## src/rtl/memory_bridge.sv

```systemverilog
// memory_bridge: turns the controller's single-beat memory handshake into a registered req/ack bus access.
// One access is outstanding at a time; a bus error or a response timeout completes it as an access fault.
module memory_bridge #(
    parameter int TIMEOUT_CYCLES = 255
) (
    input  logic        clk,
    input  logic        reset,
    input  logic        memory_enable,
    input  logic        memory_command,
    input  logic [31:0] memory_address,
    input  logic [31:0] memory_write_data,
    input  logic [3:0]  memory_write_strobe,
    output logic        memory_ready,
    output logic        memory_valid,
    output logic [31:0] memory_read_data,
    output logic        access_fault,
    output logic        bus_request,
    output logic        bus_write,
    output logic [31:0] bus_address,
    output logic [31:0] bus_write_data,
    output logic [3:0]  bus_write_strobe,
    input  logic        bus_ack,
    input  logic [31:0] bus_read_data,
    input  logic        bus_error
);
    localparam int CW = TIMEOUT_CYCLES > 0 ? $clog2(TIMEOUT_CYCLES + 1) : 1;
    localparam logic [CW-1:0] LAST = CW'(TIMEOUT_CYCLES > 0 ? TIMEOUT_CYCLES - 1 : 0);

    typedef enum logic [1:0] {IDLE, REQUEST, RESPOND} state_t;

    state_t        state_q;
    logic [CW-1:0] cnt_q;
    logic [31:0]   rdata_q, addr_q, wdata_q;
    logic [3:0]    strb_q;
    logic          write_q, fault_q, timeout;

    assign timeout          = TIMEOUT_CYCLES != 0 && cnt_q == LAST;
    assign memory_ready     = state_q == IDLE;
    assign memory_valid     = state_q == RESPOND;
    assign bus_request      = state_q == REQUEST;
    assign memory_read_data = rdata_q;
    assign access_fault     = fault_q;
    assign bus_write        = write_q;
    assign bus_address      = addr_q;
    assign bus_write_data   = wdata_q;
    assign bus_write_strobe = strb_q;

    always_ff @(posedge clk or negedge reset) begin
        if (!reset) begin
            state_q <= IDLE;
            cnt_q   <= '0;
            rdata_q <= '0;
            addr_q  <= '0;
            wdata_q <= '0;
            strb_q  <= '0;
            write_q <= 1'b0;
            fault_q <= 1'b0;
        end else begin
            case (state_q)
                IDLE: if (memory_enable) begin
                    state_q <= REQUEST;
                    write_q <= memory_command;
                    addr_q  <= {memory_address[31:2], 2'b00};
                    wdata_q <= memory_write_data;
                    strb_q  <= memory_command ? memory_write_strobe : 4'b0000;
                    cnt_q   <= '0;
                end
                REQUEST: if (bus_ack) begin
                    state_q <= RESPOND;
                    fault_q <= bus_error;
                    // Only a successful read refreshes the returned data.
                    if (!write_q && !bus_error) rdata_q <= bus_read_data;
                end else if (timeout) begin
                    state_q <= RESPOND;
                    fault_q <= 1'b1;
                end else if (cnt_q != {CW{1'b1}}) begin
                    cnt_q <= cnt_q + 1'b1;
                end
                RESPOND: begin
                    state_q <= IDLE;
                    fault_q <= 1'b0;
                end
                default: state_q <= IDLE;
            endcase
        end
    end
endmodule

```

## config.mk

```make
export PLATFORM = sky130hd
export DESIGN_NAME = memory_bridge
export DESIGN_NICKNAME = d
export VERILOG_FILES = /design/src/rtl/memory_bridge.sv
export SDC_FILE = /design/constraint.sdc
export NUM_CORES = 1
export LEC_CHECK = 0
export ABC_AREA = 1
export BUFFER_PORTS_ARGS = -buffer_cell sky130_fd_sc_hd__buf_2
export CORE_MARGIN = 2
export CORE_UTILIZATION = 28
export CTS_CLUSTER_DIAMETER = 80
export DETAILED_ROUTE_END_ITERATION = 12
export MAX_ROUTING_LAYER = met4
export PLACE_DENSITY_LB_ADDON = 0.2
export RECOVER_POWER = 25
export SETUP_SLACK_MARGIN = 0.2
export SYNTH_ARGS = -nofsm -noshare
export SYNTH_HDL_FRONTEND = slang
export SYNTH_SLANG_ARGS = --single-unit
```

## constraint.sdc

```tcl
create_clock -name clk -period 1.8 [get_ports clk]
set_input_delay 0.09 -clock clk [delete_from_list [all_inputs] [get_ports clk]]
set_output_delay 0.09 -clock clk [all_outputs]
set_load 0.02 [all_outputs]
```

==> impl_metrics.json, run 1 <==
{
  "nets": 943,
  "dpl_worst_slack_ns": 0.0522,
  "die_h_um": 133,
  "setup_tns_ns": 0,
  "criticalPathCategory": "reg -> reg",
  "track_usage": 0.156,
  "hold-path-cell-count": 3,
  "cts_root_buf": "clkbuf_16",
  "syn_area_mm2": 0.00464,
  "ys_seq_elements": 110,
  "status": "finished clean",
  "totalWireLength_um": 13300,
  "period_share": 0.852,
  "globalplace.congestion": 0.777,
  "n_antenna_cell": 0,
  "final_util": 0.446,
  "fill_cells": 1588,
  "post_synth.cell_area_avg_um2": 8.85,
  "dr.pass1.iters": 6,
  "layout_commonest_cell": "nand2_1",
  "required_ns": 2.03,
  "wl_per_cell_um": 12.6,
  "cts-htree-levels": 3,
  "die_area_mm2": 0.0176,
  "power.leakage_nw": 4.03,
  "drive_above_1_share": 0.328,
  "fp.coreArea_mm2": 0.0164,
  "ant_nets": 0,
  "grt_overflow_total": 0,
  "finClkSkew_ns": 0.00810,
  "path_max_fanout": 7,
  "hold_viol": 0,
  "grt_pass1_vias": 4446,
  "dp_cells": 935,
  "rsz0062_at_grt": "yes",
  "power_density_mw_per_mm2": 1570,
  "multi_input_area_mm2": 0.00161,
  "path_clk_slew_ns": 0.07,
  "slew_headroom": 0.313,
  "cts_buffer_depth": 2,
  "max_freq_mhz": 652,
  "reg2reg_depth": 7,
  "drv_cap": 0,
  "io_buffers": 206,
  "grt_max_degree": 111,
  "ir_drop_uv": 812,
  "num_vias": 4412,
  "grt_pass1_wl_um": 21600,
  "hold_path_class": "in -> reg",
  "finalMaxSlewViolations": 0,
  "tightest_slew_ns": 1.03,
  "fin_crit_ns": 1.53,
  "setup_viol": 0,
  "seq_area_mm2": 0.00275,
  "ioPinCount": 211,
  "viasPerCell": 4.18,
  "die_w_um": 133,
  "yosysWarnings": 0,
  "cp-start-kind": "register",
  "yosysUniqueCellTypes": 20,
  "cts_tree": "done",
  "floorplan.initialDensity": 0.283,
  "ys_seq_area_frac": 0.593,
  "grt_antenna_before_repair": 0,
  "dr.first_iter.drc_count": 138,
  "fin_cells": 1056,
  "hpwlAfterDp_um": 8280,
  "clock_sinks": 110,
  "worstPathArrival_ns": 1.77,
  "syn_inst": 525,
  "clk-insertion-delay-late_ns": 0.36,
  "syn_to_final_growth_pct": 57.5,
  "cts_buffers": 9,
  "most-common-layout-cells": "nand2_1 (260), buf_2 (205), dfrtp_1 (110)",
  "fp-row-count": 47,
  "holdWs_ns": 0.0826,
  "cp-end-kind": "register",
  "route.detailed.drc": 0,
  "layout_setup_ws_ns": 0.266
}
sequential cells by signal, indices dropped and copies added (netlist names):
name	count
memory_read_data	32
cnt_q	8
bus_write	1
bus_address	30
access_fault	1
bus_write_strobe	4
bus_write_data	32
state_q	2
worst paths after layout:
check | startpoint | endpoint | slack (ns)
max | state_q[0]$_DFFE_PN0P_ | cnt_q[5]$_DFFE_PN0P_ | 0.27
min | bus_error | access_fault$_DFFE_PN0P_ | 0.08
max reg2reg | state_q[0]$_DFFE_PN0P_ | cnt_q[5]$_DFFE_PN0P_ | 0.27
min reg2reg | bus_address[4]$_DFFE_PN0P_ | bus_address[4]$_DFFE_PN0P_ | 0.47
max in group asynchronous | reset | bus_address[24]$_DFFE_PN0P_ | 0.56
min in group asynchronous | reset | memory_read_data[9]$_DFFE_PN0P_ | 0.52
stage by stage:
| stage | power [mW] | cell area [um2] |
|---|---|---|
| after global routing | 12.3 | 7310 |
| after floorplan | 7.34 | 4660 |
| after detailed placement | 9.15 | 5920 |
| after CTS | 11.4 | 7260 |
| after global placement | 9.05 | 5920 |
| final | 11.5 | 7310 |
cell type report:
cell class              instances  share of cell area
clock inverters                 5             0.00821
flip-flops and latches        110               0.376
inverters                      45              0.0234
clock buffers                  11              0.0318
well taps                     220              0.0376
multi-input cells             347               0.220
repair buffers                318               0.303
power by group:
part / total, mW / switching, mW / leakage, nW / internal (mW)
logic: 5.31 / 3.38 / 2.51 / 1.92
registers: 4.16 / 0.593 / 1.38 / 3.57
clock network: 2.00 / 0.918 / 0.140 / 1.08
total: 11.5 / 4.89 / 4.03 / 6.57
cells in the mapped netlist (all sizes together):
cell | number | area, um2
nand4 | 1 | 6.26
o21bai | 2 | 15.0
nor3 | 1 | 5.00
a21oi | 1 | 5.00
dfrtp | 110 | 2750
nand3 | 13 | 65.1
or2 | 1 | 6.26
conb | 1 | 3.75
o21ai | 46 | 350
nor2 | 10 | 37.5
buf | 18 | 138
nand2 | 262 | 983
clkbuf | 7 | 26.3
inv | 45 | 169
ha | 6 | 75.1
or3 | 1 | 6.26
layer usage:
layer | vias to the layer above | track usage | part of all wire
met4 | 0 | 0.0585 | 0.019
li1 | 2202 | - | -
met3 | 16 | 0.0310 | 0.058
met1 | 2025 | 0.196 | 0.45
met2 | 169 | 0.248 | 0.47
met5 | - | - | 0
cells by family (layout without fill, tap and decap cells):
family	count (synthesis)	count (layout)	synth area share
DFF	110	110	0.593
adders and majority gates	6	6	0.0162
AOI/OAI and AO/OA	49	49	0.0797
buffers and inverters	70	379	0.0717
and+or+nand+nor	289	290	0.239
other	1	2	0.000807
critical path: stages, from the launching register on:
cell     delay (ns)
dfrtp_1        0.43
inv_1          0.17
ha_4           0.19
o21ai_0        0.11
nor2_2         0.23
nand2_2        0.14
nand2_1        0.08
o21ai_0        0.07
what timing repair did:
item | in CTS | in global routing
setup endpoints to repair | 77 | 57
resized for setup | 6 | 5
hold endpoints to repair | 209 | 0
gates cloned | 2 | 1
hold buffers | 100 | 0
setup buffers | 0 | 2
pin swaps | 1 | 1
Power figures use the tool's default switching activity.
==> run 2, diff against run 1 <==
--- a/config.mk
+++ b/config.mk
@@ -7,8 +7,9 @@
 export LEC_CHECK = 0
 export ABC_AREA = 1
 export BUFFER_PORTS_ARGS = -buffer_cell sky130_fd_sc_hd__buf_2
-export CORE_MARGIN = 2
-export CORE_UTILIZATION = 28
+export CAP_MARGIN = 25
+export CORE_MARGIN = 1.5
+export CORE_UTILIZATION = 47
 export CTS_CLUSTER_DIAMETER = 80
 export DETAILED_ROUTE_END_ITERATION = 12
 export MAX_ROUTING_LAYER = met4
==> impl_metrics.json, run 2 (same netlist as run 1, synthesis figures left out) <==
{
  "track_usage": 0.271,
  "clk-insertion-delay-late_ns": 0.37,
  "layout_commonest_cell": "nand2_1",
  "finClkSkew_ns": 0.00937,
  "power_density_mw_per_mm2": 1550,
  "cts_tree": "done",
  "path_clk_slew_ns": 0.10,
  "setup_tns_ns": 0,
  "cts_root_buf": "clkbuf_8",
  "layout_setup_ws_ns": 0.196,
  "cpLargestDelayFamily": "simple AND/OR/NAND/NOR gates",
  "finalMaxSlewViolations": 0,
  "status": "finished clean",
  "n_antenna_cell": 0,
  "route.detailed.drc": 0,
  "slowest_stage": "or3_4",
  "nets": 947,
  "io_buffers": 206,
  "ioPinCount": 211,
  "dp_cells": 849,
  "min_from": "memory_command",
  "die_area_mm2": 0.0105,
  "wl_per_cell_um": 14.5,
  "final_util": 0.742,
  "dr.first_iter.drc_count": 156,
  "fin_area_mm2": 0.00719,
  "hpwlAfterDp_um": 7950,
  "placed_cell_area_mm2": 0.00583,
  "fin_crit_ns": 1.60,
  "totalWireLength_um": 14100,
  "slowest_delay_ns": 0.43,
  "drive_above_1_share": 0.344,
  "cts_buffer_depth": 2,
  "rsz0062_at_grt": "yes",
  "seq_area_mm2": 0.00275,
  "fp.coreArea_mm2": 0.00968,
  "viasPerCell": 4.73,
  "cp-start-kind": "register",
  "die_w_um": 102,
  "path_max_fanout": 8,
  "most-common-layout-cells": "nand2_1 (253), buf_2 (205), dfrtp_1 (109)",
  "ir_drop_uv": 912,
  "cts_buffers": 9,
  "ant_nets": 0,
  "hold_path_class": "in -> reg",
  "grt_pass1_vias": 4567,
  "reg2reg_to": "memory_read_data[22]$_DFFE_PN0P_",
  "slew_headroom": 0.501,
  "holdPathEnd": "bus_write_strobe[0]$_DFFE_PN0P_",
  "rrSetupSlack_ns": 0.20,
  "grt_pass1_wl_um": 21100,
  "syn_to_final_growth_pct": 54.7,
  "dr.pass1.iters": 5,
  "globalplace.congestion": 0.791,
  "dpl_worst_slack_ns": 0.0500,
  "required_ns": 2.07,
  "clock_sinks": 110,
  "drv_cap": 0,
  "cp-end-kind": "register",
  "multi_input_area_mm2": 0.00164,
  "crit_chain": "inv_2 > ha_4 > nand2_2 > or3_4 > clkbuf_16 > nand2_1 > o21ai_2",
  "grt_antenna_before_repair": 0,
  "die_h_um": 102,
  "setup_viol": 0,
  "tightest_slew_ns": 0.749,
  "criticalPathCategory": "reg -> reg",
  "reg2reg_depth": 7,
  "fp-row-count": 36,
  "period_share": 0.891,
  "max_freq_mhz": 623,
  "hold_viol": 0,
  "power.leakage_nw": 4.02,
  "r2r-start": "state_q[1]$_DFFE_PN0P_",
  "num_vias": 4599,
  "fill_cells": 676,
  "cts-htree-levels": 3,
  "worstPathArrival_ns": 1.87,
  "crit_buf_inv": 2,
  "fin_cells": 973,
  "hold-path-cell-count": 3,
  "grt_overflow_total": 0,
  "grt_max_degree": 72,
  "floorplan.initialDensity": 0.480
}
[run 2: changes by cell type in the layout (fill, tap and decap cells not counted), moves of 2 or more]
cell,previous run,this run
clkbuf_8,0,10
nand2_1,260,253
nand2_4,0,3
clkbuf_16,10,2
nand2_2,3,7
o21ai_0,13,11
clkbuf_2,0,2
o21ai_1,1,3
inv_2,1,3
[run 2: final cells by class]
class / instances / share of cell area
Multi-Input combinational cell: 347 / 0.229
Clock inverter: 3 / 0.00609
Inverter: 45 / 0.0235
Sequential cell: 110 / 0.383
Tap cell: 133 / 0.0232
Timing Repair Buffer: 322 / 0.314
Clock buffer: 13 / 0.0207
[run 2: worst max-delay path by stage]
stage / start / to / slack [ns] / cells past startpoint
6_report: state_q[1]$_DFFE_PN0P_ / memory_read_data[22]$_DFFE_PN0P_ / 0.20 / 7
5_1_grt: state_q[1]$_DFFE_PN0P_ / memory_read_data[22]$_DFFE_PN0P_ / 0.14 / 7
4_1_cts: state_q[0]$_DFFE_PN0P_ / cnt_q[4]$_DFFE_PN0P_ / 0.21 / 8
3_5_place_dp: state_q[0]$_DFFE_PN0P_ / cnt_q[3]$_DFFE_PN0P_ / 0.05 / 7
3_3_place_gp: state_q[1]$_DFFE_PN0P_ / memory_read_data[23]$_DFFE_PN0P_ / 0.12 / 7
2_1_floorplan: state_q[1]$_DFFE_PN0P_ / cnt_q[3]$_DFFE_PN0P_ / 0.20 / 8
[run 2: power breakdown]
part	leakage, nW	total [mW]	switching [mW]	internal, mW
logic	2.54	5.43	3.47	1.97
registers	1.38	4.23	0.660	3.57
clock network	0.0976	1.48	0.795	0.685
total	4.02	11.1	4.92	6.22
[run 2: layer usage]
layer	wire (um)	share of wire	global-route usage
met1	5680	0.40	0.321
met2	7170	0.51	0.451
met3	825	0.058	0.0383
met4	450	0.032	0.137
met5	0	0	-
[run 2: repair_timing]
action | 4_1_cts | 5_1_grt
pin swaps | 1 | 2
resized for setup | 5 | 20
endpoints found under the hold margin | 148 | 0
endpoints found under the setup margin | 39 | 96
hold buffers | 99 | 0
buffers inserted | 0 | 3
gates cloned | 2 | 4
[run 2: worst reg2reg max path, cell delays in order (launching register included)]
cell and delay (ns):
dfrtp_1 0.40, inv_2 0.11, ha_4 0.16, nand2_2 0.05, or3_4 0.43, clkbuf_16 0.22, nand2_1 0.09, o21ai_2 0.05
[run 2: stage by stage]
step                hold slack [ns]  total power [mW]
floorplan                    -0.206              7.34
global placement             0.0377              8.98
detailed placement           0.0439              9.13
CTS                          0.0106              10.9
global route                 0.0336              11.9
finish                       0.0314              11.1
